$ cat src/rtl/dcache.sv
// Direct-mapped, write-back, write-allocate data cache between the MEM stage and a
// word-wide memory bus. Lines are filled and written back one word beat at a time.
module dcache #(
    parameter int NLINES         = 4,
    parameter int WORDS_PER_LINE = 4
) (
    input  logic        clk,
    input  logic        reset,
    input  logic        cpu_rd,
    input  logic        cpu_wr,
    input  logic        cpu_byte,
    input  logic [31:0] cpu_addr,
    input  logic [31:0] cpu_wdata,
    output logic [31:0] cpu_rdata,
    output logic        dhit,
    output logic        mem_req,
    output logic        mem_we,
    output logic [31:0] mem_addr,
    output logic [31:0] mem_wdata,
    input  logic [31:0] mem_rdata,
    input  logic        mem_ack
);

    localparam int OFFW = $clog2(WORDS_PER_LINE);
    localparam int IDXW = $clog2(NLINES);
    localparam int TAGW = 32 - 2 - OFFW - IDXW;

    localparam logic [1:0] IDLE      = 2'd0;
    localparam logic [1:0] WRITEBACK = 2'd1;
    localparam logic [1:0] REFILL    = 2'd2;

    localparam logic [OFFW-1:0] BEAT0     = '0;
    localparam logic [OFFW-1:0] LAST_BEAT = OFFW'(WORDS_PER_LINE - 1);

    logic [1:0]        state;
    logic [OFFW-1:0]   beat;
    logic [NLINES-1:0] valid;
    logic [NLINES-1:0] dirty;
    logic [TAGW-1:0]   tag_arr  [NLINES];
    logic [31:0]       data_arr [NLINES][WORDS_PER_LINE];

    logic [TAGW-1:0] addr_tag;
    logic [IDXW-1:0] idx;
    logic [OFFW-1:0] word;
    logic [1:0]      byte_off;
    logic            access;
    logic            hit;
    logic            idle;
    logic            write_hit;
    logic            ack;
    logic            last;
    logic [OFFW-1:0] next_beat;
    logic [31:0]     store_word;

    assign addr_tag  = cpu_addr[31 -: TAGW];
    assign idx       = cpu_addr[2+OFFW +: IDXW];
    assign word      = cpu_addr[2 +: OFFW];
    assign byte_off  = cpu_addr[1:0];

    assign access    = cpu_rd | cpu_wr;
    assign hit       = valid[idx] && (tag_arr[idx] == addr_tag);
    assign idle      = (state == IDLE);
    assign dhit      = !access || (idle && hit);
    assign cpu_rdata = (idle && hit) ? data_arr[idx][word] : '0;
    assign write_hit = idle && hit && cpu_wr;

    // Acks are only meaningful against an outstanding request.
    assign ack       = mem_req && mem_ack;
    assign last      = (beat == LAST_BEAT);
    assign next_beat = beat + 1'b1;

    // Byte stores are big-endian: byte offset 0 lands in the most significant byte.
    always_comb begin
        store_word = cpu_wdata;
        if (cpu_byte) begin
            store_word = data_arr[idx][word];
            case (byte_off)
                2'd0:    store_word[31:24] = cpu_wdata[7:0];
                2'd1:    store_word[23:16] = cpu_wdata[7:0];
                2'd2:    store_word[15:8]  = cpu_wdata[7:0];
                default: store_word[7:0]   = cpu_wdata[7:0];
            endcase
        end
    end

    // Tags and data are not reset; valid bits guard them.
    always_ff @(posedge clk) begin
        if (write_hit) begin
            data_arr[idx][word] <= store_word;
        end
        if (state == REFILL && ack) begin
            data_arr[idx][beat] <= mem_rdata;
            if (last) begin
                tag_arr[idx] <= addr_tag;
            end
        end
    end

    always_ff @(posedge clk or negedge reset) begin
        if (!reset) begin
            state     <= IDLE;
            beat      <= '0;
            valid     <= '0;
            dirty     <= '0;
            mem_req   <= 1'b0;
            mem_we    <= 1'b0;
            mem_addr  <= '0;
            mem_wdata <= '0;
        end else begin
            case (state)
                IDLE: begin
                    if (write_hit) begin
                        dirty[idx] <= 1'b1;
                    end
                    if (access && !hit) begin
                        beat    <= '0;
                        mem_req <= 1'b1;
                        if (valid[idx] && dirty[idx]) begin
                            state     <= WRITEBACK;
                            mem_we    <= 1'b1;
                            mem_addr  <= {tag_arr[idx], idx, BEAT0, 2'b00};
                            mem_wdata <= data_arr[idx][0];
                        end else begin
                            state    <= REFILL;
                            mem_we   <= 1'b0;
                            mem_addr <= {addr_tag, idx, BEAT0, 2'b00};
                        end
                    end
                end
                WRITEBACK: begin
                    if (ack) begin
                        if (last) begin
                            beat     <= '0;
                            state    <= REFILL;
                            mem_we   <= 1'b0;
                            mem_addr <= {addr_tag, idx, BEAT0, 2'b00};
                        end else begin
                            beat      <= next_beat;
                            mem_addr  <= {tag_arr[idx], idx, next_beat, 2'b00};
                            mem_wdata <= data_arr[idx][next_beat];
                        end
                    end
                end
                REFILL: begin
                    if (ack) begin
                        if (last) begin
                            beat       <= '0;
                            state      <= IDLE;
                            mem_req    <= 1'b0;
                            mem_we     <= 1'b0;
                            valid[idx] <= 1'b1;
                            dirty[idx] <= 1'b0;
                        end else begin
                            beat     <= next_beat;
                            mem_addr <= {addr_tag, idx, next_beat, 2'b00};
                        end
                    end
                end
                default: state <= IDLE;
            endcase
        end
    end

endmodule

$ cat config.mk
export PLATFORM = sky130hd
export DESIGN_NAME = dcache
export DESIGN_NICKNAME = d
export VERILOG_FILES = /design/src/rtl/dcache.sv
export SDC_FILE = /design/constraint.sdc
export NUM_CORES = 1
export LEC_CHECK = 0
export ABC_AREA = 1
export CORE_ASPECT_RATIO = 1.4
export CORE_UTILIZATION = 50
export CTS_CLUSTER_SIZE = 40
export DETAILED_ROUTE_END_ITERATION = 10
export HOLD_SLACK_MARGIN = 0.12
export PLACE_DENSITY = 0.73
export SETUP_SLACK_MARGIN = 0.4
export SYNTH_ARGS = -nofsm -noshare
export SYNTH_HDL_FRONTEND = slang
export SYNTH_SLANG_ARGS = --single-unit
$ cat constraint.sdc
create_clock -name clk -period 4.22 [get_ports clk]
set_clock_uncertainty 0.1 [all_clocks]
set_input_delay 0.422 -clock clk [delete_from_list [all_inputs] [get_ports clk]]
set_output_delay 0.422 -clock clk [all_outputs]
set_load 0.01 [all_outputs]
Word level (Yosys, flattened, before mapping)
Memories as Yosys holds them, arrays and structs flattened.
Index checks and enable logic that the tools add are counted.
{"block": "totals", "ramBits": 616, "register_bits": 78, "n_memories": 2}
{"name": "data_arr", "depth": 4, "word_bits": 128, "rd": 1, "rd_clocked_by_memory_dff": 0, "write_ports": 1, "line_no": "40", "source": "logic [31:0] data_arr [NLINES][WORDS_PER_LINE];"}
{"name": "tag_arr", "depth": 4, "word_bits": 26, "rd": 1, "rd_clocked_by_memory_dff": 0, "write_ports": 1, "line_no": "39", "source": "logic [TAGW-1:0] tag_arr [NLINES];"}
{"block": "classes", "eq_ne": 17, "n_reduce_logical": 29, "addsub": 1, "bitwise_logic": 136, "n_mux": 191, "magnitude_cmp": 7}
{"operator": "32-bit two-way mux", "n": 18}
{"operator": "128-bit two-way mux", "n": 2}
{"operator": "1-bit two-way mux", "n": 141}
{"operator": "1-bit OR", "n": 129}
{"operator": "32-bit binary-select mux with 2-bit select", "n": 2}
{"operator": "32-bit demux with 2-bit select", "n": 2}
{"operator": "32-bit one-hot mux with 3 select lines", "n": 1}
{"operator": "32-bit one-hot mux with 2 select lines", "n": 1}
{"operator": "8-bit two-way mux", "n": 4}
{"operator": "26-bit equality test", "n": 1}
{"operator": "2-bit two-way mux", "n": 9}
{"operator": "5-bit AND reduction", "n": 3}
{"operator": "4-bit two-way mux", "n": 3}
{"operator": "2-bit inequality test (second input constant)", "n": 6}
{"operator": "4-bit AND reduction", "n": 3}
{"operator": "1-bit logical AND", "n": 10}
{"operator": "2-bit by 1-bit inequality test with 1-bit output (second input constant)", "n": 5}
{"operator": "3-bit >= comparator (second input constant)", "n": 3}
{"operator": "2-bit inverter with 3-bit output", "n": 3}
{"operator": "4-bit OR", "n": 2}
{"operator": "4-bit one-hot mux with 2 select lines", "n": 1}
{"operator": "2-bit equality test (second input constant)", "n": 3}
{"operator": "3-bit by 1-bit less-than comparator with 1-bit output (second input constant)", "n": 2}
{"operator": "2-bit one-hot mux with 3 select lines", "n": 1}
{"operator": "18 further kinds", "n": 26}

Depth between registers and ports, before layout
Gate-level depths: netlist of the first run.
{"block": "logic_depth", "ltp_word": 9, "ltp_mapped": 20, "ltp_nobuf": 17}

Worst setup path before layout of the first run
OpenSTA, ideal clock, no wires.
{"block": "synth_path", "path_kind": "input -> register", "startpoint": "input cpu_addr[4]", "endpoint": "memory data_arr[2][32] in the netlist's numbering, enable pin", "required_ps": 3688, "slack_ps": 173, "path_stages": 19, "arrival_ps": 3515, "setup_ps": 432, "cell_sequence": "buf_4 > inv_2 > buf_6 > buf_6 > nand2_1 > nand2_1 > nand2_1 > nand2_1 > inv_1 > nand2_1 > nand3_1 > nor2_1 > nand2_1 > nor2_2 > nand2_2 > buf_4 > clkinv_4 > nand3_2 > a21oi_1"}
{"block": "synth_between", "elab_chain_cells": 8, "word_cells_on_any_way": 10, "cone_classes": "eq/ne: 1; mux: 4; bitwise: 1; reduce/logical: 3; memory: 1"}
{"item": "start, declared", "line_no": "12", "source": "input logic [31:0] cpu_addr,"}
{"item": "memory 4 x 26 bit / 1-bit binary-select mux with 2-bit select (equally long branches)"}
{"item": "26-bit equality test / 1-bit two-way mux (equally long branches)", "line_no": "61", "source": "assign hit = valid[idx] && (tag_arr[idx] == addr_tag);"}
{"item": "1-bit logical AND", "line_no": "61"}
{"item": "1-bit logical AND (2 in a row)", "line_no": "65", "source": "assign write_hit = idle && hit && cpu_wr;"}
{"item": "1-bit two-way mux", "line_no": "88", "source": "if (write_hit) begin"}
{"item": "128-bit two-way mux (not written as such)", "line_no": "89", "source": "data_arr[idx][word] <= store_word;"}
{"item": "1-bit OR (no source line)"}
{"item": "end, declared", "line_no": "40"}
Parallel ways exist; a longest one is shown, timed or not. The select of a mux whose other input is x is not followed.

Worst setup path after layout of the first run
{"block": "layout_path", "startpoint": "input cpu_addr[2]", "endpoint": "output cpu_rdata[25]"}
{"block": "layout_between", "elab_chain_cells": 5}
{"item": "2-bit inverter with 3-bit output (not written as such)", "line_no": "64", "source": "assign cpu_rdata = (idle && hit) ? data_arr[idx][word] : '0;"}
{"item": "32-bit binary-select mux with 2-bit select", "line_no": "64"}
{"item": "32-bit two-way mux (not written as such) (2 in a row)", "line_no": "64"}
{"item": "32-bit two-way mux", "line_no": "64"}
{"item": "end, declared", "line_no": "14", "source": "output logic [31:0] cpu_rdata,"}
No other way between the ends. The select of a mux whose other input is x is not followed.

==> flow_summary.json, run 1 <==
{
  "status": "complete, no violations",
  "cp_slowest_stage_delay_ns": 0.57,
  "pwr-share-comb_pct": 22.3,
  "place_congestion": 0.9035,
  "slew_violations": 0,
  "hp-class": "in -> reg",
  "grt_pass1_wl_um": 139700,
  "vias": 24288,
  "peakVddDrop_uv": 466.6,
  "maxSlewHeadroom_pct": 28.71,
  "worstSetupStartpoint": "cpu_addr[2]",
  "p_per_area_nw_per_um2": 506.1,
  "start_kind": "input port",
  "path_max_fanout": 8,
  "drt-initial-drc-count": 3044,
  "hold_start": "cpu_addr[4]",
  "end_kind": "output port",
  "fin_crit_ns": 3.765,
  "diodes": 0,
  "path_cells": "clkdlybuf4s50_1, inv_1, nand2_1, clkinv_1, buf_4, and2_1, nor3_1, nor2_1, clkdlybuf4s50_1",
  "routed_wl_um": 95170,
  "instances_no_fill": 3956,
  "worst_pin_slew_ns": 1.063,
  "io_buffer_count": 198,
  "die_h_um": 294.4,
  "syn_to_final_growth_pct": 19.63,
  "clk_path_buf_depth": 3,
  "ys_types": 40,
  "final-setup-viol-count": 0,
  "synth_warnings": 0,
  "path_clk_slew_ns": 0.06,
  "max_freq_mhz": 265.6,
  "dp_cells": 3832,
  "antenna_found_initial": 1,
  "drive_gt1_share_pct": 8.360,
  "num_io_pins": 201,
  "route.detailed.drc": 0,
  "tns_ns": 0,
  "cp.arrival_ns": 3.24,
  "drv_cap": 0,
  "post-route-period-util_pct": 89.23,
  "cts_sinks": 692,
  "switching_share_pct": 30.29,
  "intPower_uw": 12890,
  "dr.pass1.iters": 6,
  "overflow": 0,
  "syn_area_um2": 30530,
  "hold_ws_ns": 0.2357,
  "cp_slowest_cell": "clkdlybuf4s50_1",
  "synth.avg_cell_area_um2": 10.56,
  "grt_max_degree": 71,
  "finalHoldViolCount": 0,
  "syn_inst": 2892,
  "rr_startpoint": "beat[0]",
  "grt_usage_pct": 30.41,
  "core_um2": 60080,
  "pwr-share-seq_pct": 45.1,
  "leakagePower_uw": 0.01347,
  "worstSkewPairLatency_ns": 0.62,
  "crit_path_frequent_cell": "clkdlybuf4s50_1",
  "die-area_um2": 62070,
  "initial_utilization_pct": 50.82,
  "fill_cells": 4647,
  "critical_path_required_ns": 3.70,
  "tritoncts": "done",
  "hpwl_um": 59870,
  "die_w_um": 210.8,
  "cts_root_buf": "clkbuf_16",
  "ant_nets": 0,
  "wire_per_inst_um": 24.06,
  "switching_power_uw": 5600,
  "synth_seq_cells": 692,
  "avgViaCountPerCell": 6.140,
  "rsz0062_at_grt": "true",
  "cts_buffers": 66,
  "fp-row-count": 106,
  "post-cts-setup-buffer-count": 0,
  "clkPwrFrac_pct": 32.5,
  "ys_seq_area_share_pct": 66.81,
  "nets": 3203,
  "critical_path_class": "in -> out",
  "htreeDepth": 3,
  "grt_pass1_vias": 23621
}
[Yosys cell counts]
cell type | instances | area (um2)
a211oi_1 | 3 | 22.52
a21oi_1 | 99 | 495.5
a221oi_1 | 8 | 70.07
a22o_1 | 2 | 17.52
a22oi_1 | 158 | 1186
a31o_2 | 1 | 8.760
a31oi_1 | 48 | 300.3
a32o_1 | 1 | 10.01
and2_1 | 3 | 18.77
buf_1 | 13 | 48.80
buf_2 | 44 | 220.2
buf_4 | 6 | 45.04
buf_6 | 3 | 33.78
clkbuf_1 | 99 | 371.6
clkbuf_2 | 2 | 10.01
clkinv_1 | 7 | 26.28
clkinv_4 | 1 | 8.760
conb_1 | 1 | 3.750
dfrtp_1 | 76 | 1902
edfxtp_1 | 616 | 18500
ha_1 | 8 | 100.1
inv_1 | 71 | 266.5
inv_2 | 5 | 18.77
nand2_1 | 1043 | 3915
nand2_2 | 4 | 25.02
nand3_1 | 131 | 655.6
nand3_2 | 6 | 60.06
nand3b_1 | 4 | 30.03
nand4_1 | 33 | 206.5
nor2_1 | 103 | 386.6
nor2_2 | 3 | 18.77
nor2_4 | 1 | 11.26
nor3_1 | 3 | 15.01
o211ai_1 | 10 | 75.07
o21a_1 | 7 | 52.55
o21ai_0 | 220 | 1101
o21ai_1 | 9 | 45.04
o22ai_1 | 32 | 200.2
o31ai_1 | 1 | 7.510
or2_2 | 7 | 43.79
[logic make-up (layout without fill, tap and decap cells)]
family / count (synthesis) / count (layout) / synth area share (%)
AOI/OAI and AO/OA: 599 / 599 / 11.77
and+or+nand+nor: 1341 / 1341 / 17.64
DFF: 692 / 692 / 66.81
adders and majority gates: 8 / 8 / 0.3279
buffers and inverters: 251 / 504 / 3.438
other: 1 / 2 / 0.01228
[stage by stage]
step                util [%]  power, uW  worst slack (ns)  cell area (um2)
floorplan                  -      10630            0.1728            30540
global placement       56.90      12370            0.4197            34190
detailed placement     56.90      12490            0.3568            34190
CTS                    60.65      18440            0.4291            36440
global route           60.80      19120            0.3971            36530
finish                 60.80      18490            0.4546            36530
[worst max-delay path, delay by kind of cell]
kind	cells	cell delay, ns
buf+inv	5	2.08
simple gates	4	0.73
[path summary, 6_finish.rpt]
| check | endpoint | slack [ns] | cells after the start |
|---|---|---|---|
| worst min-delay path | mem_addr[4] | 0.24 | 3 |
| worst min register to register | valid[0] | 0.37 | 1 |
| min in group asynchronous | mem_addr[14] | 0.32 | 2 |
| worst max register to register | data_arr[1][124] | 0.46 | 7 |
| max in group asynchronous | mem_wdata[15] | 2.72 | 3 |
| worst max-delay path | cpu_rdata[25] | 0.45 | 9 |
[cell usage in the layout, fill, tap and decap left out, types with 33 or more instances in the layout]
cell type        count
buf_4               63
o21ai_0            220
a22oi_1            158
nand2_1           1043
nor2_1              92
clkdlybuf4s50_1    192
edfxtp_1           616
a21oi_1             82
nand3_1            131
inv_1               71
clkbuf_16           68
a31oi_1             48
dfrtp_1             75
nand4_1             33
[final cells by class]
cell class / instances / area (um2) / share of cell area, %
flip-flops and latches: 692 / 20400 / 55.85
multi-input cells: 1950 / 9345 / 25.58
repair buffers: 299 / 3236 / 8.858
clock buffers: 79 / 1772 / 4.850
well taps: 810 / 1013 / 2.775
clock inverters: 42 / 431.7 / 1.182
inverters: 84 / 327.8 / 0.8975
[layer usage]
layer | vias to the layer above | global-route usage, % | wire [um]
li1 | 10635 | - | -
met1 | 11542 | 36.04 | 32410
met2 | 1687 | 51.53 | 46050
met3 | 422 | 5.253 | 10720
met4 | 2 | 18.77 | 5975
met5 | - | 0 | 11
[sequential cells by signal, summed over array words and instances, names as in the netlist, named ones only]
name,cells
data_arr,512
mem_we,1
mem_addr,30
state,2
mem_req,1
beat,2
valid,4
tag_arr,104
mem_wdata,32
[repair_timing]
item / CTS / global route
cloned: 1 / 1
setup endpoints to repair: 1 / 32
endpoints found under the hold margin: 52 / 0
hold buffers: 1 / 0
resized for setup: 1 / 18
[power by group through the flow]
stage	Clock [uW]	Sequential [uW]	Combinational, uW
global route	6300	8380	4450
finish	6010	8350	4130
floorplan	0	8530	2100
detailed placement	0	8480	4010
global placement	0	8460	3910
CTS	6060	8340	4040
No activity file was read; power rests on OpenSTA's default activity.
==> run 2, diff against run 1 <==
--- a/config.mk
+++ b/config.mk
@@ -7,12 +7,12 @@
 export LEC_CHECK = 0
 export ABC_AREA = 1
 export CORE_ASPECT_RATIO = 1.4
-export CORE_UTILIZATION = 50
+export CORE_UTILIZATION = 59
 export CTS_CLUSTER_SIZE = 40
 export DETAILED_ROUTE_END_ITERATION = 10
 export HOLD_SLACK_MARGIN = 0.12
-export PLACE_DENSITY = 0.73
-export SETUP_SLACK_MARGIN = 0.4
+export PLACE_DENSITY = 0.84
+export SETUP_SLACK_MARGIN = 0.5
 export SYNTH_ARGS = -nofsm -noshare
 export SYNTH_HDL_FRONTEND = slang
 export SYNTH_SLANG_ARGS = --single-unit
==> constraint.sdc (replaced) <==
create_clock -name clk -period 3.7 [get_ports clk]
set_clock_uncertainty 0.1 [all_clocks]
set_input_delay 0.37 -clock clk [delete_from_list [all_inputs] [get_ports clk]]
set_output_delay 0.37 -clock clk [all_outputs]
set_load 0.01 [all_outputs]
==> run 2 against run 1 <==
  * Highest routed layer unchanged
  * Critical endpoint is now cpu_rdata[13]
  * Final cell count fell by 2.1%
  * Largest cell class unchanged
  * Cell area rose by 1.2%
  * Utilization rose by 11 points
  * Non-clock buffer count rose by 78
  * Global-route usage rose by 6.2 points
  * Hold slack got worse by 0.057 ns
  * Sequential cell count did not move
==> flow_summary.json, run 2 (synthesis results as in run 1) <==
{
  "syn_to_final_growth_pct": 21.05,
  "fin_crit_ns": 3.137,
  "worst_pin_slew_ns": 0.7780,
  "grt_usage_pct": 36.64,
  "routed_wl_um": 96900,
  "path_cells": "inv_1, ha_2, nand2_1, nor2_1, nand2_1, nor2_1, nand2_1, nor2_4, nand2_4, clkbuf_16, nor2_1, dlymetal6s2s_1",
  "leakagePower_uw": 0.01413,
  "vias": 25246,
  "critical_path_class": "reg -> out",
  "hpwl_um": 61620,
  "top_register": "data_arr",
  "drive_gt1_share_pct": 11.03,
  "place_congestion": 0.9256,
  "grt_max_degree": 69,
  "drv_cap": 0,
  "critical_path_required_ns": 3.23,
  "cts_root_buf": "clkbuf_16",
  "reg_top3": "data_arr x512, tag_arr x104, mem_wdata x32",
  "grt_pass1_wl_um": 145000,
  "pwr-share-seq_pct": 44.8,
  "htreeDepth": 2,
  "grt_pass1_vias": 25521,
  "path_max_fanout": 19,
  "avgViaCountPerCell": 6.520,
  "clk_path_buf_depth": 3,
  "post-route-period-util_pct": 84.79,
  "placed_cell_area_um2": 34760,
  "rsz0062_at_grt": "true",
  "start_kind": "flop",
  "nets": 3276,
  "die-area_um2": 52680,
  "end_kind": "output port",
  "switching_power_uw": 6382,
  "drt-initial-drc-count": 3346,
  "rr_worst_depth": 8,
  "worstSkewPairLatency_ns": 0.65,
  "tritoncts": "done",
  "worstSetupStartpoint": "state[0]",
  "die_h_um": 271.2,
  "antenna_found_initial": 3,
  "route.detailed.drc": 0,
  "wire_per_inst_um": 25.02,
  "final-setup-viol-count": 0,
  "slew_violations": 0,
  "io_buffer_count": 198,
  "clkPwrFrac_pct": 31.7,
  "peakVddDrop_uv": 514.2,
  "cts_buffers": 61,
  "final_cell_mix": "nand2_1, edfxtp_1, o21ai_0",
  "final_util_pct": 72.28,
  "path_clk_slew_ns": 0.06,
  "p_per_area_nw_per_um2": 573.2,
  "cp_slowest_stage_delay_ns": 0.42,
  "cp_slowest_cell": "dfrtp_1",
  "postLayoutCellArea_um2": 36960,
  "status": "complete, no violations",
  "fp-row-count": 98,
  "cp.arrival_ns": 2.67,
  "finalHoldViolCount": 0,
  "core_um2": 51130,
  "initial_utilization_pct": 59.71,
  "num_io_pins": 201,
  "intPower_uw": 14800,
  "die_w_um": 194.3,
  "final_common_cell": "nand2_1",
  "r2r_end": "mem_wdata[26]",
  "rr_startpoint": "beat[0]",
  "max_freq_mhz": 318.7,
  "largest_register_ffs": 512,
  "ant_nets": 0,
  "switching_share_pct": 30.13,
  "pwr-share-comb_pct": 23.5,
  "overflow": 0,
  "r2r_setup_slack_ns": 0.69,
  "maxSlewHeadroom_pct": 48.08,
  "hp-class": "in -> async",
  "dr.pass1.iters": 7,
  "cts_sinks": 692
}
-- run 2: power by group through the flow --
stage                     clock, uW  sequential [uW]  combinational, uW
after floorplan                   0             9730               2400
after global placement            0             9610               4580
after detailed placement          0             9640               4760
after CTS                      6740             9480               4820
after global routing           7030             9520               5320
final                          6720             9490               4980
-- run 2: how the worst max path moves through the flow --
stage	end	slack [ns]	cells after the start
after floorplan	data_arr[0][32]	0.30	19
after global placement	data_arr[2][27]	0.06	16
after detailed placement	data_arr[3][12]	-0.02	14
after CTS	cpu_rdata[12]	0.28	12
after global routing	cpu_rdata[13]	0.44	14
final	cpu_rdata[13]	0.56	12
-- run 2: critical path: cells and delay by family (launching register included) --
kind	cells	cell delay [ns]
buf+inv	3	0.54
flops	1	0.42
simple gates	8	0.82
fa+ha+maj	1	0.24
-- run 2: cell type report --
cell class	count	area [um2]
diodes	4	10.01
clock buffers	82	1677
multi-input cells	1950	9361
flip-flops and latches	692	20400
well taps	650	813.3
inverters	84	329.1
repair buffers	377	3928
fillers	3198	14170
clock inverters	33	439.2
-- run 2: timing repair --
action                                 in CTS  in global routing
buffers inserted                            0                  1
endpoints found under the hold margin      35                  0
gates cloned                                0                  1
gates resized for setup                    17                 53
setup endpoints to repair                 192                 33
hold buffers                                1                  0
pin swaps                                   0                  1
-- run 2: through the flow --
stage               setup slack [ns]  setup TNS [ns]  power, uW  cells  hold slack, ns
floorplan                     0.2958               0      12130   2893        -0.02559
global placement             0.05575               0      14190   3750          0.2881
detailed placement          -0.02173         -0.1535      14400   3750          0.2954
CTS                           0.2751               0      21040   3866          0.1834
global route                  0.4390               0      21870   3868          0.2210
finish                        0.5627               0      21180   3872          0.1783
-- run 2: routing by layer --
metal / global-route usage [%] / vias up / share of wire (%)
met3: 8.026 / 566 / 13
met4: 22.62 / 4 / 7.3
li1: - / 10795 / -
met1: 42.98 / 11719 / 32
met2: 61.75 / 2162 / 48
met5: 0 / - / 0.025
==> edit, RTL diff (settings of run 1) <==
The parameter `WORDS_PER_LINE` goes from 4 to 2.
--- a/src/rtl/dcache.sv
+++ b/src/rtl/dcache.sv
@@ -4,3 +4,3 @@
     parameter int NLINES         = 4,
-    parameter int WORDS_PER_LINE = 4
+    parameter int WORDS_PER_LINE = 2
 ) (
Function: changed (a bounded check fails within 4 cycles, from zero or initial values and one cycle with reset low).
==> edit against run 1 <==
Power is 36% lower. Cell count is 31% lower. Critical path type unchanged. Via count is 35% lower. Setup slack better by 0.23 ns. Final area is 34% lower. Synthesized area is 35% lower. Global-route usage is 2.8 points lower. Routed wire length is 41% lower. Largest cell class unchanged. Worst hold slack better by 0.11 ns. Combinational power is 28% lower. Sequential cell count is 253 lower.
==> edit: results (changes against run 1) <==
status finished, final reports clean; Worst Path Max Fanout 51 (+43); DR vias 15900 (-35%); layout cell share with drive strength beyond 1 6.23% (-2.1 points); R2R Setup Slk 1.05 ns (+0.59 ns); CP endpoint cpu_rdata[14]; htree depth 2 (-1); initial antenna violation count 0 (-1); biggest regs data_arr: 256 flops, tag_arr: 108 flops, mem_wdata: 32 flops; crit path from cpu_addr[3]; Reg2Reg Capture Point data_arr[1][32]; met1 usage 33.9% (-2.2 points); global routing usage on met3 3.65% (-1.6 points); DP HPWL 36200 um (-39%); Worst-Skew Late Latency 0.54 ns (-0.08 ns); Least-Margin Pin Slew 1.05 ns (-0.0116 ns); Worst R2R Path Depth 8 (+1); EDFF count, synth 364 (-41%); drt total wl 55800 um (-41%); largest cells by area after synthesis edfxtp_1 55%, nand2_1 16%, dfrtp_1 9.4%; Async S/R FF share, synth 17.1% (+6.1 points); first-pass GRT wire length 85000 um (-39%); Layout fillers 3165 (-32%); Max IR drop VDD 0.315 mV (-33%); Leak 9.43 nW (-30%); Seq/Total Area, Yosys 64.3% (-2.5 points); # Post-CTS Setup Buffers 0 (unchanged); Yosys cell types 33 (-18%); RD Place Congestion 0.895 (-0.90%); Num CTS Buffers 40 (-39%); largest net degree at the start of global routing 76 (+7.0%); grt met2 use 47.9% (-3.6 points); RR Startpoint state[0]; # nets final 2291 (-28%); GRT Resource Usage Total 27.6% (-2.8 points); final worst slack 0.687 ns (+0.232 ns); dpl ws 0.386 ns (+0.0288 ns); number of global-route vias before repair 15200 (-36%)
-- edit: routing by layer --
layer  wire (um)  vias to the layer above  part of all wire [%]
met5           0                        -                     0
met4        2550                        0                   4.6
met3        4560                      148                   8.2
met2       28000                      873                    50
met1       20700                     7547                    37
li1            -                     7296                     -
-- edit: kinds of logic (layout without fill, tap and decap cells) --
family | Yosys count | count (layout) | synth area share (%)
AO/OA/AOI/OAI | 399 | 399 | 11.9
flip-flops | 439 | 439 | 64.3
adder cells (fa/ha/maj) | 4 | 4 | 0.251
other | 1 | 2 | 0.0188
AND/OR/NAND/NOR | 985 | 985 | 19.5
buffers and inverters | 186 | 387 | 4.09
-- edit: through the flow --
| stage | cells | util [%] | instance area [um^2] |
|---|---|---|---|
| 2_1_floorplan | 2015 | - | 19900 |
| 3_3_place_gp | 2670 | 57.7 | 22700 |
| 3_5_place_dp | 2670 | 57.7 | 22700 |
| 4_1_cts | 2744 | 60.8 | 23900 |
| 5_1_grt | 2744 | 60.9 | 23900 |
| 6_report | 2744 | 60.9 | 23900 |
-- edit: worst min-delay path by stage --
| stage | to | slack, ns | depth (start not counted) |
|---|---|---|---|
| after floorplan | async pin | 0.03 | 0 |
| after global placement | valid[0] | 0.35 | 1 |
| after detailed placement | valid[1] | 0.35 | 1 |
| after CTS | valid[1] | 0.37 | 1 |
| after global routing | mem_addr[3] | 0.35 | 3 |
| final | mem_addr[3] | 0.35 | 3 |
-- edit: repair_timing --
item / CTS / global route
hold buffers: 1 / 0
endpoints found under the setup margin: 11 / 33
gates cloned: 0 / 0
hold endpoints to repair: 75 / 0
resized for setup: 1 / 12
-- edit: cell type report --
type	count	area [um^2]	share of cell area, %
multi-input combinational	1390	6440	26.9
clock inverter	16	138	0.575
timing repair buffer	244	2560	10.7
clock buffer	57	1060	4.45
tap	528	661	2.76
inverter	70	270	1.13
sequential	439	12800	53.5
-- edit: where the power goes --
part           internal, mW  total [mW]  switching [mW]
registers              5.24        5.45           0.216
clock network          1.89        3.42            1.53
logic                  1.14        2.99            1.86
total                  8.26        11.9            3.61
-- edit: worst max-delay path, stage by stage --
cell,delay [ns]
buf_2,0.14
inv_6,0.33
nand2_1,0.10
nand2_1,0.10
nand2_1,0.10
nand2_1,0.10
nand2_1,0.05
nand2_1,0.06
nand2_1,0.06
nor2_2,0.23
nand2_1,0.13
nor2_4,0.18
nand2_2,0.09
buf_12,0.18
nor2_1,0.12
clkdlybuf4s50_1,0.56
